<file path="config.mk">
export PLATFORM = sky130hd
export DESIGN_NAME = spi_reg_peripheral
export DESIGN_NICKNAME = d
export VERILOG_FILES = /design/src/rtl/spi_reg_pkg.sv /design/src/rtl/sync_edge_detect.sv /design/src/rtl/spi_reg_peripheral.sv
export SDC_FILE = /design/constraint.sdc
export NUM_CORES = 1
export LEC_CHECK = 0
export CAP_MARGIN = 10
export CELL_PAD_IN_SITES_DETAIL_PLACEMENT = 1
export CELL_PAD_IN_SITES_GLOBAL_PLACEMENT = 2
export CORE_MARGIN = 8
export CORE_UTILIZATION = 38
export CTS_CLUSTER_SIZE = 12
export DETAILED_ROUTE_END_ITERATION = 8
export GPL_ROUTABILITY_DRIVEN = 1
export GPL_TIMING_DRIVEN = 1
export PLACE_DENSITY_LB_ADDON = 0.1
export SYNTH_ARGS = -nofsm -noshare
export SYNTH_HDL_FRONTEND = slang
export SYNTH_SLANG_ARGS = --single-unit
export TNS_END_PERCENT = 20
</file>
<file path="constraint.sdc">
create_clock -name clk -period 3 [get_ports clk]
set_input_delay 0.3 -clock clk [delete_from_list [all_inputs] [get_ports clk]]
set_output_delay 0.3 -clock clk [all_outputs]
set_load 0.01 [all_outputs]
</file>
<file path="src/rtl/spi_reg_pkg.sv">
// Shared definitions for the SPI register peripheral: register addresses,
// frame geometry and the frame-handling FSM state type.
package spi_reg_pkg;

  localparam logic [6:0] ADDR_EN_OUT_LO = 7'h00;
  localparam logic [6:0] ADDR_EN_OUT_HI = 7'h01;
  localparam logic [6:0] ADDR_EN_PWM_LO = 7'h02;
  localparam logic [6:0] ADDR_EN_PWM_HI = 7'h03;
  localparam logic [6:0] ADDR_DUTY      = 7'h04;

  localparam int FRAME_BITS = 16;

  typedef enum logic [1:0] {
    IDLE   = 2'd0,
    SHIFT  = 2'd1,
    COMMIT = 2'd2
  } state_e;

endpackage

</file>
<file path="src/rtl/sync_edge_detect.sv">
// Pin synchroniser with edge detection.
// An asynchronous input passes through SYNC_STAGES flops (must be >= 2),
// then one history flop; rise/fall are single-cycle pulses in the clk domain.
// Ports:
//   clk, rst_n : system clock, asynchronous active-low reset (clears all flops)
//   async_in   : raw pin
//   level      : synchronised level
//   rise, fall : one-cycle pulses on synchronised 0->1 / 1->0 transitions
module sync_edge_detect #(
  parameter int SYNC_STAGES = 2
) (
  input  logic clk,
  input  logic rst_n,
  input  logic async_in,
  output logic level,
  output logic rise,
  output logic fall
);

  logic [SYNC_STAGES-1:0] sync_p;
  logic                   hist_p;

  always_ff @(posedge clk or negedge rst_n) begin
    if (!rst_n) begin
      sync_p <= '0;
      hist_p <= 1'b0;
    end else begin
      sync_p <= {sync_p[SYNC_STAGES-2:0], async_in};
      hist_p <= sync_p[SYNC_STAGES-1];
    end
  end

  assign level = sync_p[SYNC_STAGES-1];
  assign rise  = level & ~hist_p;
  assign fall  = ~level & hist_p;

endmodule

</file>
<file path="src/rtl/spi_reg_peripheral.sv">
// SPI target giving an off-chip host write access to the five 8-bit PWM
// configuration registers. Frames are 16 bits, MSB first:
//   bit15 = R/W (1 = write), bits14:8 = address, bits7:0 = data.
// A frame commits only if exactly 16 bits arrived, it is a write and the
// address is <= MAX_ADDR.
// Optional build macro: SPI_READBACK_EN -- R/W=0 frames become reads that
// shift the addressed register out on cipo; without it cipo is tied to 0.
// Ports:
//   clk, rst_n        : system clock, asynchronous active-low reset
//   sclk, copi, ncs   : SPI pins (asynchronous to clk)
//   cipo              : SPI data out
//   en_reg_out_7_0 .. pwm_duty_cycle : registers 0x00..0x04
//   cfg_update        : one-cycle pulse on every committed write
module spi_reg_peripheral
  import spi_reg_pkg::*;
#(
  parameter int SYNC_STAGES = 2,
  parameter int MAX_ADDR    = 4
) (
  input  logic       clk,
  input  logic       rst_n,
  input  logic       sclk,
  input  logic       copi,
  input  logic       ncs,
  output logic       cipo,
  output logic [7:0] en_reg_out_7_0,
  output logic [7:0] en_reg_out_15_8,
  output logic [7:0] en_reg_pwm_7_0,
  output logic [7:0] en_reg_pwm_15_8,
  output logic [7:0] pwm_duty_cycle,
  output logic       cfg_update
);

  localparam logic [6:0] MAX_ADDR_L = 7'(MAX_ADDR);
  localparam logic [4:0] CNT_FULL   = 5'(FRAME_BITS);
  localparam logic [4:0] CNT_SAT    = 5'(FRAME_BITS + 1);

  logic sclk_level, sclk_rise, sclk_fall;
  logic copi_level, copi_rise, copi_fall;
  logic ncs_level, ncs_rise, ncs_fall;

  state_e      state, state_nxt;
  logic [4:0]  bit_cnt;
  logic [15:0] shift_q;
  logic [6:0]  frame_addr;
  logic [7:0]  frame_data;
  logic        frame_valid;
  logic        cipo_bit;

  // ---- Stage: pin synchronisers ----
  sync_edge_detect #(.SYNC_STAGES(SYNC_STAGES)) u_sync_sclk (
    .clk(clk), .rst_n(rst_n), .async_in(sclk),
    .level(sclk_level), .rise(sclk_rise), .fall(sclk_fall)
  );

  sync_edge_detect #(.SYNC_STAGES(SYNC_STAGES)) u_sync_copi (
    .clk(clk), .rst_n(rst_n), .async_in(copi),
    .level(copi_level), .rise(copi_rise), .fall(copi_fall)
  );

  sync_edge_detect #(.SYNC_STAGES(SYNC_STAGES)) u_sync_ncs (
    .clk(clk), .rst_n(rst_n), .async_in(ncs),
    .level(ncs_level), .rise(ncs_rise), .fall(ncs_fall)
  );

  // ---- Stage: frame FSM ----
  always_ff @(posedge clk or negedge rst_n) begin
    if (!rst_n) state <= IDLE;
    else        state <= state_nxt;
  end

  always_comb begin
    state_nxt = state;
    unique case (state)
      IDLE:    if (ncs_fall) state_nxt = SHIFT;
      SHIFT:   if (ncs_rise) state_nxt = COMMIT;
      COMMIT:  state_nxt = IDLE;
      default: state_nxt = IDLE;
    endcase
  end

  always_comb begin
    cfg_update = 1'b0;
    cipo       = 1'b0;
    if (state == COMMIT) cfg_update = frame_valid;
    if (state == SHIFT)  cipo       = cipo_bit;
  end

  // ---- Stage: deserialiser ----
  // Counter saturates one past a full frame so over-long frames stay invalid.
  always_ff @(posedge clk or negedge rst_n) begin
    if (!rst_n) begin
      bit_cnt <= '0;
    end else if (state == IDLE && ncs_fall) begin
      bit_cnt <= '0;
    end else if (state == SHIFT && sclk_rise && bit_cnt != CNT_SAT) begin
      bit_cnt <= bit_cnt + 5'd1;
    end
  end

  always_ff @(posedge clk) begin
    if (state == IDLE && ncs_fall) shift_q <= '0;
    else if (state == SHIFT && sclk_rise) shift_q <= {shift_q[14:0], copi_level};
  end

  assign frame_addr  = shift_q[14:8];
  assign frame_data  = shift_q[7:0];
  assign frame_valid = (bit_cnt == CNT_FULL) && shift_q[FRAME_BITS-1] &&
                       (frame_addr <= MAX_ADDR_L);

  // ---- Stage: register bank ----
  always_ff @(posedge clk or negedge rst_n) begin
    if (!rst_n) begin
      en_reg_out_7_0  <= 8'h00;
      en_reg_out_15_8 <= 8'h00;
      en_reg_pwm_7_0  <= 8'h00;
      en_reg_pwm_15_8 <= 8'h00;
      pwm_duty_cycle  <= 8'h00;
    end else if (cfg_update) begin
      case (frame_addr)
        ADDR_EN_OUT_LO: en_reg_out_7_0  <= frame_data;
        ADDR_EN_OUT_HI: en_reg_out_15_8 <= frame_data;
        ADDR_EN_PWM_LO: en_reg_pwm_7_0  <= frame_data;
        ADDR_EN_PWM_HI: en_reg_pwm_15_8 <= frame_data;
        ADDR_DUTY:      pwm_duty_cycle  <= frame_data;
        default: ;
      endcase
    end
  end

`ifdef SPI_READBACK_EN
  // ---- Stage: readback shifter ----
  // Address is complete on the 8th sclk rise (bit_cnt == 7 before it), so the
  // incoming copi bit is the address LSB. Bit 7 sits on cipo through the
  // following fall; shifting starts with the fall after frame bit 7.
  logic [6:0] rd_addr;
  logic [7:0] rd_data;
  logic [7:0] rd_sr;

  assign rd_addr = {shift_q[5:0], copi_level};

  always_comb begin
    rd_data = 8'h00;
    if (rd_addr <= MAX_ADDR_L) begin
      case (rd_addr)
        ADDR_EN_OUT_LO: rd_data = en_reg_out_7_0;
        ADDR_EN_OUT_HI: rd_data = en_reg_out_15_8;
        ADDR_EN_PWM_LO: rd_data = en_reg_pwm_7_0;
        ADDR_EN_PWM_HI: rd_data = en_reg_pwm_15_8;
        ADDR_DUTY:      rd_data = pwm_duty_cycle;
        default:        rd_data = 8'h00;
      endcase
    end
  end

  always_ff @(posedge clk) begin
    if (state == IDLE && ncs_fall) begin
      rd_sr <= 8'h00;
    end else if (state == SHIFT) begin
      if (sclk_rise && bit_cnt == 5'd7 && !shift_q[6]) rd_sr <= rd_data;
      else if (sclk_fall && bit_cnt >= 5'd9)           rd_sr <= {rd_sr[6:0], 1'b0};
    end
  end

  assign cipo_bit = rd_sr[7];

  logic unused_pins;
  assign unused_pins = &{1'b0, sclk_level, copi_rise, copi_fall, ncs_level};
`else
  assign cipo_bit = 1'b0;

  logic unused_pins;
  assign unused_pins = &{1'b0, sclk_level, sclk_fall, copi_rise, copi_fall, ncs_level};
`endif

endmodule

</file>
==> results of run 1 <==
## registers in the layout, indices dropped and copies added, names as in the netlist
name,count
bit_cnt,5
en_reg_out_15_8,8
en_reg_out_7_0,8
en_reg_pwm_15_8,8
en_reg_pwm_7_0,8
pwm_duty_cycle,8
shift_q,16
state,2
u_sync_copi.sync_p,2
u_sync_ncs.hist_p,1
u_sync_ncs.sync_p,2
u_sync_sclk.hist_p,1
u_sync_sclk.sync_p,2
## synthesized netlist by cell type, drive strengths merged, types with 2 or more instances
cell / count
clkbuf: 3
dfxtp: 16
buf: 4
nand4: 5
nand3: 2
nor4b: 4
inv: 2
and2b: 2
nor2: 3
mux2: 41
nor4bb: 4
nand2: 35
nor3b: 2
dfrtp: 55
o21ai: 3
a21oi: 19
ha: 3
or3: 2
## repair_timing
action,in CTS,in global routing
endpoints found under the hold margin,7,0
setup endpoints to repair,0,0
hold buffers,1,0
## metrics by stage
step	area [um2]	cells	setup slack (ns)	hold WS, ns
3_3_place_gp	3360	355	0.900	0.336
4_1_cts	3590	372	0.453	0.354
5_1_grt	3590	372	0.351	0.362
6_report	3590	372	0.483	0.350
3_5_place_dp	3360	355	0.848	0.336
2_1_floorplan	2780	213	1.27	0.00441
## cells by family after synthesis
logic type / count (synthesis)
AND/OR/NAND/NOR: 63
multiplexers: 42
buffers and inverters: 9
other: 1
AO/OA/AOI/OAI: 24
flip-flops: 71
adder cells (fa/ha/maj): 3
## layout make-up
type / instances / area, um2 / share of cell area
repair buffers: 51 / 493 / 0.137
flip-flops and latches: 71 / 1700 / 0.473
clock buffers: 11 / 141 / 0.0394
well taps: 99 / 124 / 0.0345
multi-input cells: 133 / 1040 / 0.291
inverters: 2 / 7.51 / 0.00209
clock inverters: 5 / 81.3 / 0.0227
## path summary, 6_finish.rpt
kind                       slack, ns                       startpoint                              end  cells after the start
max reg2reg                     0.91           bit_cnt[1]$_DFFE_PN0P_    en_reg_out_7_0[2]$_DFFE_PN0P_                      6
min reg2reg                     0.35  u_sync_sclk.sync_p[0]$_DFF_PN0_  u_sync_sclk.sync_p[1]$_DFF_PN0_                      0
min                             0.35  u_sync_sclk.sync_p[0]$_DFF_PN0_  u_sync_sclk.sync_p[1]$_DFF_PN0_                      0
min in group asynchronous       0.58                            rst_n    en_reg_pwm_7_0[6]$_DFFE_PN0P_                      2
max in group asynchronous       1.58                            rst_n   en_reg_pwm_15_8[3]$_DFFE_PN0P_                      3
max                             0.48           bit_cnt[1]$_DFFE_PN0P_                       cfg_update                      6
## power groups by stage
| stage | Sequential [mW] | Clock [mW] | Combinational [mW] |
|---|---|---|---|
| 4_1_cts | 1.03 | 0.875 | 0.116 |
| 2_1_floorplan | 1.03 | 0 | 0.0706 |
| 3_5_place_dp | 1.05 | 0 | 0.115 |
| 3_3_place_gp | 1.04 | 0 | 0.112 |
| 5_1_grt | 1.03 | 0.907 | 0.131 |
| 6_report | 1.03 | 0.843 | 0.111 |
## cell usage in the layout (no fill, tap or decap), types with 2 or more instances in the layout
cell	n
or3_1	2
nand4_2	5
clkbuf_8	10
bufinv_16	2
mux2_2	41
inv_1	2
nor4b_2	2
a21oi_1	19
nor4bb_1	3
o21ai_0	3
nor2_1	3
dfxtp_1	16
buf_4	5
nand2_1	35
dfrtp_1	55
nor3b_1	2
ha_1	3
clkdlybuf4s50_1	44
nand3_1	2
## metal layers
layer | global-route usage | vias up | share of wire
met5 | 0 | - | 0
met3 | 0.0467 | 11 | 0.050
li1 | - | 860 | -
met1 | 0.164 | 925 | 0.43
met2 | 0.226 | 28 | 0.50
met4 | 0.0756 | 0 | 0.021
==> impl_results.md, run 1 <==
* Fraction of registers with async set or reset after synthesis at 0.775
* CTS root buffer: clkbuf_8
* DRC errors left at 0
* Leading area contributor after synthesis: dfrtp_1
* Die width at 102 um
* Minimum clock period after layout at 2.52 ns
* P_sw at 0.456 mW
* Total CTS buffers at 9
* Dominant synthesized flop cell: dfrtp_1
* Nets at 276
* Synth Area per Inst at 13.1 um2
* N_diodes at 0
* Initial DRT Pass Iterations at 4
* Sw Ratio at 0.230
* Hold crit path type: register to register
* # port buffers at 45
* All-layer global routing usage at 0.141
* P_int at 1.52 mW
* Gr ovfl total at 0
* Slowest CP cell: clkdlybuf4s50_1
* Worst slew margin at 0.531
* Post-CTS sizing at 0
* Setup TNS at 0 ns
* Synth Area in Compound Gates at 0.0454
* Synth top area cells: dfrtp_1 49%, mux2_2 17%, dfxtp_1 12%
* Row count at 31
* Register bit count reported by yosys at 71
* Sequential Power Share at 0.518
* Buffer count from post-CTS setup fixing at 0
* Final Slew Violations at 0
* Top cell family by delay on the critical path: buffers and inverters
* Critical path buffers and inverters at 3
* Initial Util at 0.388
* Mapped Cells at 213
* RSZ-0062 raised after global routing: no
* Number of global-route vias before repair at 2002
* # Max-Cap Violations at 0
* Leakage at 1.61 nW
* Synth Area in Adders at 0.0135
* Max IR drop VDD at 0.299 mV
* Core Util, Final at 0.500
* Critical Path RT at 2.70 ns
* Post-synth EDFFs at 0
* Clk network pwr share at 0.426
* Largest family of logic cells by synthesized area: multiplexers
* Die Y at 102 um
* Io pins at 47
* Share of cells above drive strength 1 at 0.275
* Initial drt markers at 43
* Distinct cells, synth at 31
* Setup-failing EPs final at 0
* Post-Route WL at 6620 um
* Hpwl dp at 4460 um
* Die area at 0.0103 mm2
* Final setup skew at 0.00507 ns
* Cell Pwr Density at 552 mW/mm2
* Multiplexer share of the synthesized area at 0.170
* Maximum operating frequency at 397 MHz
* Final Hold Fails at 0
* Sequential fraction of the synthesis area at 0.610
* CTS tree: built
* Clock transition at path regs at 0.07 ns
* Post-Synth Simple-Gate Area at 0.143
* Largest net degree at the start of global routing at 30
* Actual slew at the worst max-slew pin at 0.704 ns
* CP Cell Sequence: inv_1 -> ha_1 -> nor4bb_1 -> buf_4 -> and4_1 -> clkdlybuf4s50_1
* Synth Warn # at 0
* Crit Path Class: register to output port
* Number of routed nets with antenna violations at 0
* Clk buf depth at 2
* Post-synth top area share at 0.495
* Layout area overhead at 29.0%
* Clock latency on the worst-skew pair at 0.34 ns
* FILL cells at 750
* Comb pwr share at 0.056
* Max FO, Critical Path at 6
* Worst Path Arrival at 2.22 ns
* CTS sink cnt at 71
* Core ar. at 0.00718 mm2
* Run status: finished clean
* CP Capture Type: output port
* Final Cycle Share at 0.839
* Design Power at 1.98 mW
* Vias per Instance at 4.90
* Syn Nets at 221
* Post-Syn Area at 0.00278 mm2
* Crit-path max cell delay at 0.54 ns
* Gpl congestion at 0.680
* DR vias at 1824
* Antenna violations before repair at 0
* Htree depth at 3
* Routed WL per cell at 17.8 um
* Post-synthesis xor/xnor area fraction at 0
* Worst setup SP type: register
* First-pass GRT wire length at 10900 um
No activity file was read; power rests on OpenSTA's default activity.
==> inputs of run 2 (changes only) <==
--- a/config.mk
+++ b/config.mk
@@ -9,7 +9,7 @@
 export CELL_PAD_IN_SITES_DETAIL_PLACEMENT = 1
 export CELL_PAD_IN_SITES_GLOBAL_PLACEMENT = 2
 export CORE_MARGIN = 8
-export CORE_UTILIZATION = 38
+export CORE_UTILIZATION = 35
 export CTS_CLUSTER_SIZE = 12
 export DETAILED_ROUTE_END_ITERATION = 8
 export GPL_ROUTABILITY_DRIVEN = 1
==> constraint.sdc (replaced) <==
create_clock -name clk -period 2.6 [get_ports clk]
set_input_delay 0.26 -clock clk [delete_from_list [all_inputs] [get_ports clk]]
set_output_delay 0.26 -clock clk [all_outputs]
set_load 0.01 [all_outputs]
==> run 2 against run 1 <==
Sequential share of layout area increased by 0.18 points. Sequential power is 16% higher. Register-to-register slack got worse by 0.30 ns. Flip-flop and latch count did not move. Global-route usage decreased by 1.5 points. Combinational power up 16%. Power grew 5.4%. Design area shrank 0.38%. Die area grew 7.2%. Setup slack worse by 0.22 ns. Clock power down 8.5%. Largest power group unchanged.
==> impl_results.md, run 2 (synthesis gave the netlist of run 1 again) <==
* All-layer global routing usage at 0.127 (-0.0148)
* Share of cells above drive strength 1 at 0.286 (+0.0115)
* DRC errors left at 0 (unchanged)
* Total CTS buffers at 9 (unchanged)
* Routed WL per cell at 16.6 um (-6.5%)
* Layout area overhead at 28.5%
* Actual slew at the worst max-slew pin at 0.590 ns (-0.113 ns)
* R2r endpoint: en_reg_pwm_15_8[3]$_DFFE_PN0P_
* CP Cell Sequence: inv_1 -> ha_1 -> nor4bb_2 -> and4_1 -> clkdlybuf4s50_1
* Max IR drop VDD at 0.246 mV (-18%)
* Final setup skew at 0.0139 ns (+0.00880 ns)
* CTS root buffer: clkbuf_8
* Max reg flops at 16 (unchanged)
* Comb pwr share at 0.062 (+0.006)
* Critical Path RT at 2.34 ns (-0.36 ns)
* Core ar. at 0.00773 mm2 (+7.7%)
* DR vias at 1812 (-0.66%)
* Leakage at 1.61 nW (-0.27%)
* Io pins at 47 (unchanged)
* Sw Ratio at 0.249 (+0.0184)
* Nets at 279 (+1.1%)
* Buffer count from post-CTS setup fixing at 0 (unchanged)
* Gr ovfl total at 0 (unchanged)
* Crit Reg-Reg Startpoint: bit_cnt[0]$_DFFE_PN0P_
* Crit-path max cell delay at 0.54 ns (about the same)
* Largest register by flop count: shift_q
* CTS sink cnt at 71 (unchanged)
* Worst Path Arrival at 2.07 ns (-0.15 ns)
* Max FO, Critical Path at 6 (unchanged)
* Setup-failing EPs final at 0 (unchanged)
* Maximum operating frequency at 429 MHz
* Antenna violations before repair at 0 (unchanged)
* Vias per Instance at 4.79 (-2.2%)
* P_int at 1.57 mW (+2.8%)
* Worst setup SP type: register
* Commonest non-fill, non-tap cell in the layout: dfrtp_1
* P_sw at 0.519 mW (+14%)
* Gpl congestion at 0.703 (+3.4%)
* Worst slew margin at 0.604 (+0.0733)
* CP Capture Type: output port
* FILL cells at 808 (+7.7%)
* Initial drt markers at 50 (+16%)
* Met3 GRT Util at 0.0375 (-0.00927)
* GR peak layer: met2
* Setup TNS at 0 ns (unchanged)
* Cell Pwr Density at 584 mW/mm2 (+5.8%)
* # Max-Cap Violations at 0 (unchanged)
* Clock latency on the worst-skew pair at 0.34 ns (about the same)
* Met1 usage at 0.168 (+0.00387)
* Hold crit path type: input pin to async pin
* Worst hold slack at 0.289 ns (-0.0611 ns)
* Most frequent cells in the layout: 55 x dfrtp_1, 44 x clkdlybuf4s50_1, 41 x mux2_2
* Slowest CP cell: clkdlybuf4s50_1
* Die width at 105 um (+3.5%)
* Met2 GRT Util at 0.185 (-0.0408)
* Htree depth at 3 (unchanged)
* CTS tree: built
* First-pass GRT wire length at 11000 um (+1.4%)
* Die area at 0.0111 mm2 (+7.2%)
* Hpwl dp at 4570 um (+2.5%)
* Row count at 32 (+3.2%)
* Largest net degree at the start of global routing at 26 (-13%)
* R2r setup slk at 0.61 ns (-0.30 ns)
* Final Cycle Share at 0.898
* Clk network pwr share at 0.370 (-0.056)
* Clk buf depth at 2 (unchanged)
* Worst R2R Path Depth at 6 (unchanged)
* Clock transition at path regs at 0.07 ns (about the same)
* RSZ-0062 raised after global routing: no
* Sequential Power Share at 0.569 (+0.051)
* Final Slew Violations at 0 (unchanged)
* Top cell family by delay on the critical path: buffers and inverters
* N_diodes at 0 (unchanged)
* Post-Route WL at 6290 um (-5.0%)
* Critical path buffers and inverters at 2 (-1)
* Minimum clock period after layout at 2.33 ns
* Initial Util at 0.360 (-0.0277)
* Run status: finished clean
* Die Y at 105 um (+3.5%)
* # port buffers at 45 (unchanged)
* Crit Path Class: register to output port
* Number of routed nets with antenna violations at 0 (unchanged)
* Initial DRT Pass Iterations at 4 (unchanged)
* Final Hold Fails at 0 (unchanged)
* Number of global-route vias before repair at 1993 (-0.45%)
==> run 2: changes by cell type in the layout (fill, tap and decap cells not counted) <==
cell,previous run,this run
buf_4,5,8
bufinv_16,2,0
clkinv_2,1,2
clkinv_4,1,2
nor4bb_1,3,2
nor4bb_2,1,2
==> run 2: per-stage QoR <==
stage               total power, mW  worst slack [ns]  std cells  cell area, um2   util
floorplan                      1.27             0.873        213            2780      -
global placement               1.34             0.527        361            3380  0.438
detailed placement             1.34             0.495        361            3380  0.438
CTS                            2.13             0.159        378            3570  0.462
global route                   2.20            0.0524        378            3570  0.463
finish                         2.09             0.266        378            3570  0.463
==> run 2: area by class of cell <==
cell class | instances | area [um2] | area share
multi-input combinational | 133 | 1050 | 0.294
clock inverter | 5 | 35.0 | 0.00980
tap | 102 | 128 | 0.0357
timing repair buffer | 54 | 515 | 0.144
sequential | 71 | 1700 | 0.475
inverter | 2 | 7.51 | 0.00210
clock buffer | 11 | 141 | 0.0396
==> run 2: power by group through the flow <==
stage                     sequential, mW  clock [mW]  combinational, mW
after floorplan                     1.19           0             0.0814
after global placement              1.21           0              0.133
after detailed placement            1.21           0              0.132
after CTS                           1.19       0.812              0.134
after global routing                1.20       0.852              0.152
final                               1.19       0.771              0.129
==> run 2: timing repair <==
item | in CTS | in global routing
endpoints found under the hold margin | 6 | 0
hold buffers | 1 | 0
setup endpoints to repair | 0 | 1
resized for setup | 0 | 1
==> run 2: layer usage <==
layer,part of all wire,wire length [um]
met1,0.49,3110
met2,0.45,2820
met3,0.042,263
met4,0.016,100
met5,0,0
==> run 2: worst max-delay path by stage <==
stage	from	cells after the start	endpoint	slack, ns
final	bit_cnt[0]$_DFFE_PN0P_	5	cfg_update	0.27
after global routing	bit_cnt[0]$_DFFE_PN0P_	5	cfg_update	0.05
after CTS	bit_cnt[0]$_DFFE_PN0P_	5	cfg_update	0.16
after detailed placement	bit_cnt[0]$_DFFE_PN0P_	6	en_reg_pwm_15_8[6]$_DFFE_PN0P_	0.49
after global placement	bit_cnt[0]$_DFFE_PN0P_	6	en_reg_out_15_8[2]$_DFFE_PN0P_	0.53
after floorplan	bit_cnt[0]$_DFFE_PN0P_	6	en_reg_out_15_8[0]$_DFFE_PN0P_	0.87
==> edit 1: new RTL, flow settings as in run 1 <==
Register the output `cfg_update`, without a reset; this adds one clock of latency there. The other outputs are not delayed to match. Comments in the files are not updated.
--- a/src/rtl/spi_reg_peripheral.sv
+++ b/src/rtl/spi_reg_peripheral.sv
@@ -34,6 +34,8 @@
   localparam logic [6:0] MAX_ADDR_L = 7'(MAX_ADDR);
   localparam logic [4:0] CNT_FULL   = 5'(FRAME_BITS);
   localparam logic [4:0] CNT_SAT    = 5'(FRAME_BITS + 1);
+
+  logic cfg_update_d;
 
   logic sclk_level, sclk_rise, sclk_fall;
   logic copi_level, copi_rise, copi_fall;
@@ -80,9 +82,9 @@
   end
 
   always_comb begin
-    cfg_update = 1'b0;
+    cfg_update_d = 1'b0;
     cipo       = 1'b0;
-    if (state == COMMIT) cfg_update = frame_valid;
+    if (state == COMMIT) cfg_update_d = frame_valid;
     if (state == SHIFT)  cipo       = cipo_bit;
   end
 
@@ -116,7 +118,7 @@
       en_reg_pwm_7_0  <= 8'h00;
       en_reg_pwm_15_8 <= 8'h00;
       pwm_duty_cycle  <= 8'h00;
-    end else if (cfg_update) begin
+    end else if (cfg_update_d) begin
       case (frame_addr)
         ADDR_EN_OUT_LO: en_reg_out_7_0  <= frame_data;
         ADDR_EN_OUT_HI: en_reg_out_15_8 <= frame_data;
@@ -173,5 +175,9 @@
   assign unused_pins = &{1'b0, sclk_level, sclk_fall, copi_rise, copi_fall, ncs_level};
 `endif
 
+  always_ff @(posedge clk) begin
+    cfg_update <= cfg_update_d;
+  end
+
 endmodule
 
Check against the original RTL: same outputs for any inputs over 10 cycles, from zero or initial values and one cycle with rst_n low; that may be too few to reach the edited logic, so the function may still have changed.
==> edit 1 against run 1 <==
Sequential cell count grew 1. Routed wire length grew 0.57%. Cell area shrank 0.21%. Final cell count grew 0.27%. Critical path depth is the same. Total power shrank 3.5%. Area after synthesis grew 0.72%. Worst setup slack gained 0.36 ns. Critical endpoint is now en_reg_out_7_0[5]$_DFFE_PN0P_.
==> edit 1: results <==
{
  "clock_skew_ns": 0.00945,
  "synth_compound_area_share_pct": 4.51,
  "via_per_inst": 4.93,
  "syn_area_per_cell_um2": 13.1,
  "path_delay_family": "simple AND/OR/NAND/NOR gates",
  "grt_pass1_vias": 2005,
  "synthTopCellsByCount": "dfrtp_1, mux2_2, nand2_1",
  "post-place-ws_ns": 0.878,
  "status": "completed",
  "muxShareOfSynthArea_pct": 16.8,
  "dp_hpwl_um": 4590,
  "cts_buffer_depth": 2,
  "slowest_delay_ns": 0.45,
  "combPwrFrac_pct": 6.0,
  "drt_iter0_drc": 37,
  "synth.net_count": 222,
  "crit_path_max_fanout": 8,
  "antenna_cells": 0,
  "track_usage_pct": 14.1,
  "dp_cells": 356,
  "drive_above_1_share_pct": 27.4,
  "power_w": 0.00191,
  "grt_start_max_net_pins": 43,
  "async_flop_share_pct": 76.4,
  "yosysSeqAreaShare_pct": 61.3,
  "switchingPower_w": 0.000478,
  "dpl-instance-area_um2": 3380,
  "final_nets": 277,
  "wl_per_cell_um": 17.9,
  "slew_headroom_pct": 45.6,
  "power.leakage_nw": 1.61,
  "wl_um": 6660,
  "grt_pass1_wl_um": 11000,
  "synthTopCellsByArea": "dfrtp_1, mux2_2, dfxtp_1, nand2_1, a21oi_1"
}
-- edit 1: cell types whose count changed in the layout (fill, tap and decap cells not counted) --
cell / run 1 / this run
bufinv_16: 2 / 1
clkbuf_8: 10 / 9
clkinvlp_4: 1 / 2
dfxtp_1: 16 / 17
inv_6: 0 / 1
-- edit 1: per-layer routing --
layer	vias up	part of all wire, %	wire length [µm]	global-route usage [%]
li1	860	-	-	-
met1	941	46	3050	17.6
met2	30	48	3220	22.0
met3	8	4.8	320	4.77
met4	0	1.0	68	5.76
met5	-	0	0	0
-- edit 1: kinds of logic after synthesis --
logic type,after synthesis
flip-flops,72
other,1
adder cells (fa/ha/maj),3
multiplexers,42
AO/OA/AOI/OAI,24
buffers and inverters,9
AND/OR/NAND/NOR,63
-- edit 1: cell type report --
class                      instances  area, µm²
clock buffer                      10        128
multi-input combinational        133       1040
fill                             766       3630
timing repair buffer              51        493
sequential                        72       1720
inverter                           2       7.51
clock inverter                     6       67.6
tap                               99        124
-- edit 1: path summary, 6_finish.rpt --
| check | slack (ns) | from | endpoint |
|---|---|---|---|
| min in group asynchronous | 0.41 | rst_n | bit_cnt[2]$_DFFE_PN0P_ |
| worst min register to register | 0.36 | u_sync_sclk.sync_p[0]$_DFF_PN0_ | u_sync_sclk.sync_p[1]$_DFF_PN0_ |
| worst max-delay path | 0.85 | bit_cnt[0]$_DFFE_PN0P_ | en_reg_out_7_0[5]$_DFFE_PN0P_ |
| worst max register to register | 0.85 | bit_cnt[0]$_DFFE_PN0P_ | en_reg_out_7_0[5]$_DFFE_PN0P_ |
| worst min-delay path | 0.36 | u_sync_sclk.sync_p[0]$_DFF_PN0_ | u_sync_sclk.sync_p[1]$_DFF_PN0_ |
| max in group asynchronous | 1.72 | rst_n | pwm_duty_cycle[5]$_DFFE_PN0P_ |
==> edit 2: new RTL, flow settings as in run 1 <==
Made on the original files. The option `SPI_READBACK_EN` is turned on by a define.
--- a/src/rtl/spi_reg_peripheral.sv
+++ b/src/rtl/spi_reg_peripheral.sv
@@ -11,6 +11,8 @@
 //   cipo              : SPI data out
 //   en_reg_out_7_0 .. pwm_duty_cycle : registers 0x00..0x04
 //   cfg_update        : one-cycle pulse on every committed write
+`define SPI_READBACK_EN
+
 module spi_reg_peripheral
   import spi_reg_pkg::*;
 #(
Behaviour: same outputs for any inputs over 10 cycles, from zero or initial values and one cycle with rst_n low; that may be too few to reach the edited logic, so the function may still have changed.
==> edit 2 against run 1 <==
Clock skew grew 0.0066 ns. Fmax shrank 1.3%. Routed wire length grew 44%. Global-route usage grew 1.8 points. Cell area grew 21%. Total power grew 8.0%. Critical endpoint unchanged. Utilization shrank 2.5 points. Non-clock buffer count grew 7. Area after synthesis grew 27%. Sequential power grew 11%. Via count grew 46%. Worst setup slack lost 0.032 ns. Sequential cell count grew 8.
==> edit 2: results <==
{
  "dp_hpwl_um": 6860,
  "crit_path_max_fanout": 7,
  "num-fill-cells": 1004,
  "status": "completed",
  "worstPathArrival_ns": 2.25,
  "grt_pass1_vias": 2857,
  "area_growth_pct": 22.9,
  "drt_iter0_drc": 96,
  "seqPwrFrac_pct": 53.4,
  "grt_pass1_wl_um": 15900,
  "syn_area_per_cell_um2": 10.9,
  "reg2reg_depth": 4,
  "wl_um": 9520,
  "ff2ff_setup_slack_ns": 0.63,
  "clock_latency_ns": 0.36,
  "synthTopCellsByCount": "dfrtp_1, nand2_1, mux2_2",
  "ir_drop_uv": 229,
  "synthTopCellsByArea": "dfrtp_1, dfxtp_1, mux2_2, nand2_1, a21oi_1",
  "combPwrFrac_pct": 10.2,
  "timing.rr.end": "en_reg_pwm_7_0[2]$_DFFE_PN0P_",
  "muxShareOfSynthArea_pct": 15.7,
  "crit_path_start": "bit_cnt[2]$_DFFE_PN0P_",
  "post-route-period-util_pct": 85.0,
  "async_flop_share_pct": 69.6,
  "fin_worst_hold_slack_ns": 0.353,
  "dpl-instance-area_um2": 4130,
  "antenna_cells": 0,
  "final_cells": 489,
  "dp_cells": 472,
  "grt_start_max_net_pins": 24,
  "vias": 2662,
  "netlist-cell-type-count": 47,
  "portBuffers": 46,
  "final_nets": 381,
  "drive_above_1_share_pct": 19.8,
  "synth_fa_ha_area_share_pct": 1.07,
  "power.leakage_nw": 1.90,
  "track_usage_pct": 16.0,
  "routabilityCongestion": 0.732,
  "switchingPower_w": 0.000600,
  "yosysSeqAreaShare_pct": 52.7,
  "synth_compound_area_share_pct": 13.1,
  "slew_headroom_pct": 51.1,
  "synthXorXnorAreaFrac_pct": 0.994
}
[edit 2: logic make-up (layout without fill, tap and decap cells)]
group / count (synthesis) / in the layout
AO/OA/AOI/OAI: 68 / 68
XOR/XNOR: 4 / 4
adder cells (fa/ha/maj): 3 / 3
buffers and inverters: 22 / 77
flip-flops: 79 / 79
multiplexers: 49 / 49
AND/OR/NAND/NOR: 98 / 98
[edit 2: worst max-delay path: stages (launching register included)]
cell,delay (ns)
dfrtp_1,0.45
or3b_1,0.44
nor4b_1,0.39
clkdlybuf4s50_1,0.61
[edit 2: per-layer routing]
layer / vias to the layer above / share of wire (%) / GRT usage, %
li1: 1261 / - / -
met1: 1345 / 48 / 20.7
met2: 43 / 47 / 24.8
met3: 13 / 3.8 / 3.86
met4: 0 / 2.1 / 6.65
met5: - / 0 / 0
[edit 2: layout make-up]
class,count,area share (%)
tap,111,3.21
clock inverter,4,0.636
timing repair buffer,58,12.7
clock buffer,12,3.84
inverter,3,0.260
multi-input combinational,222,36.5
sequential,79,42.9
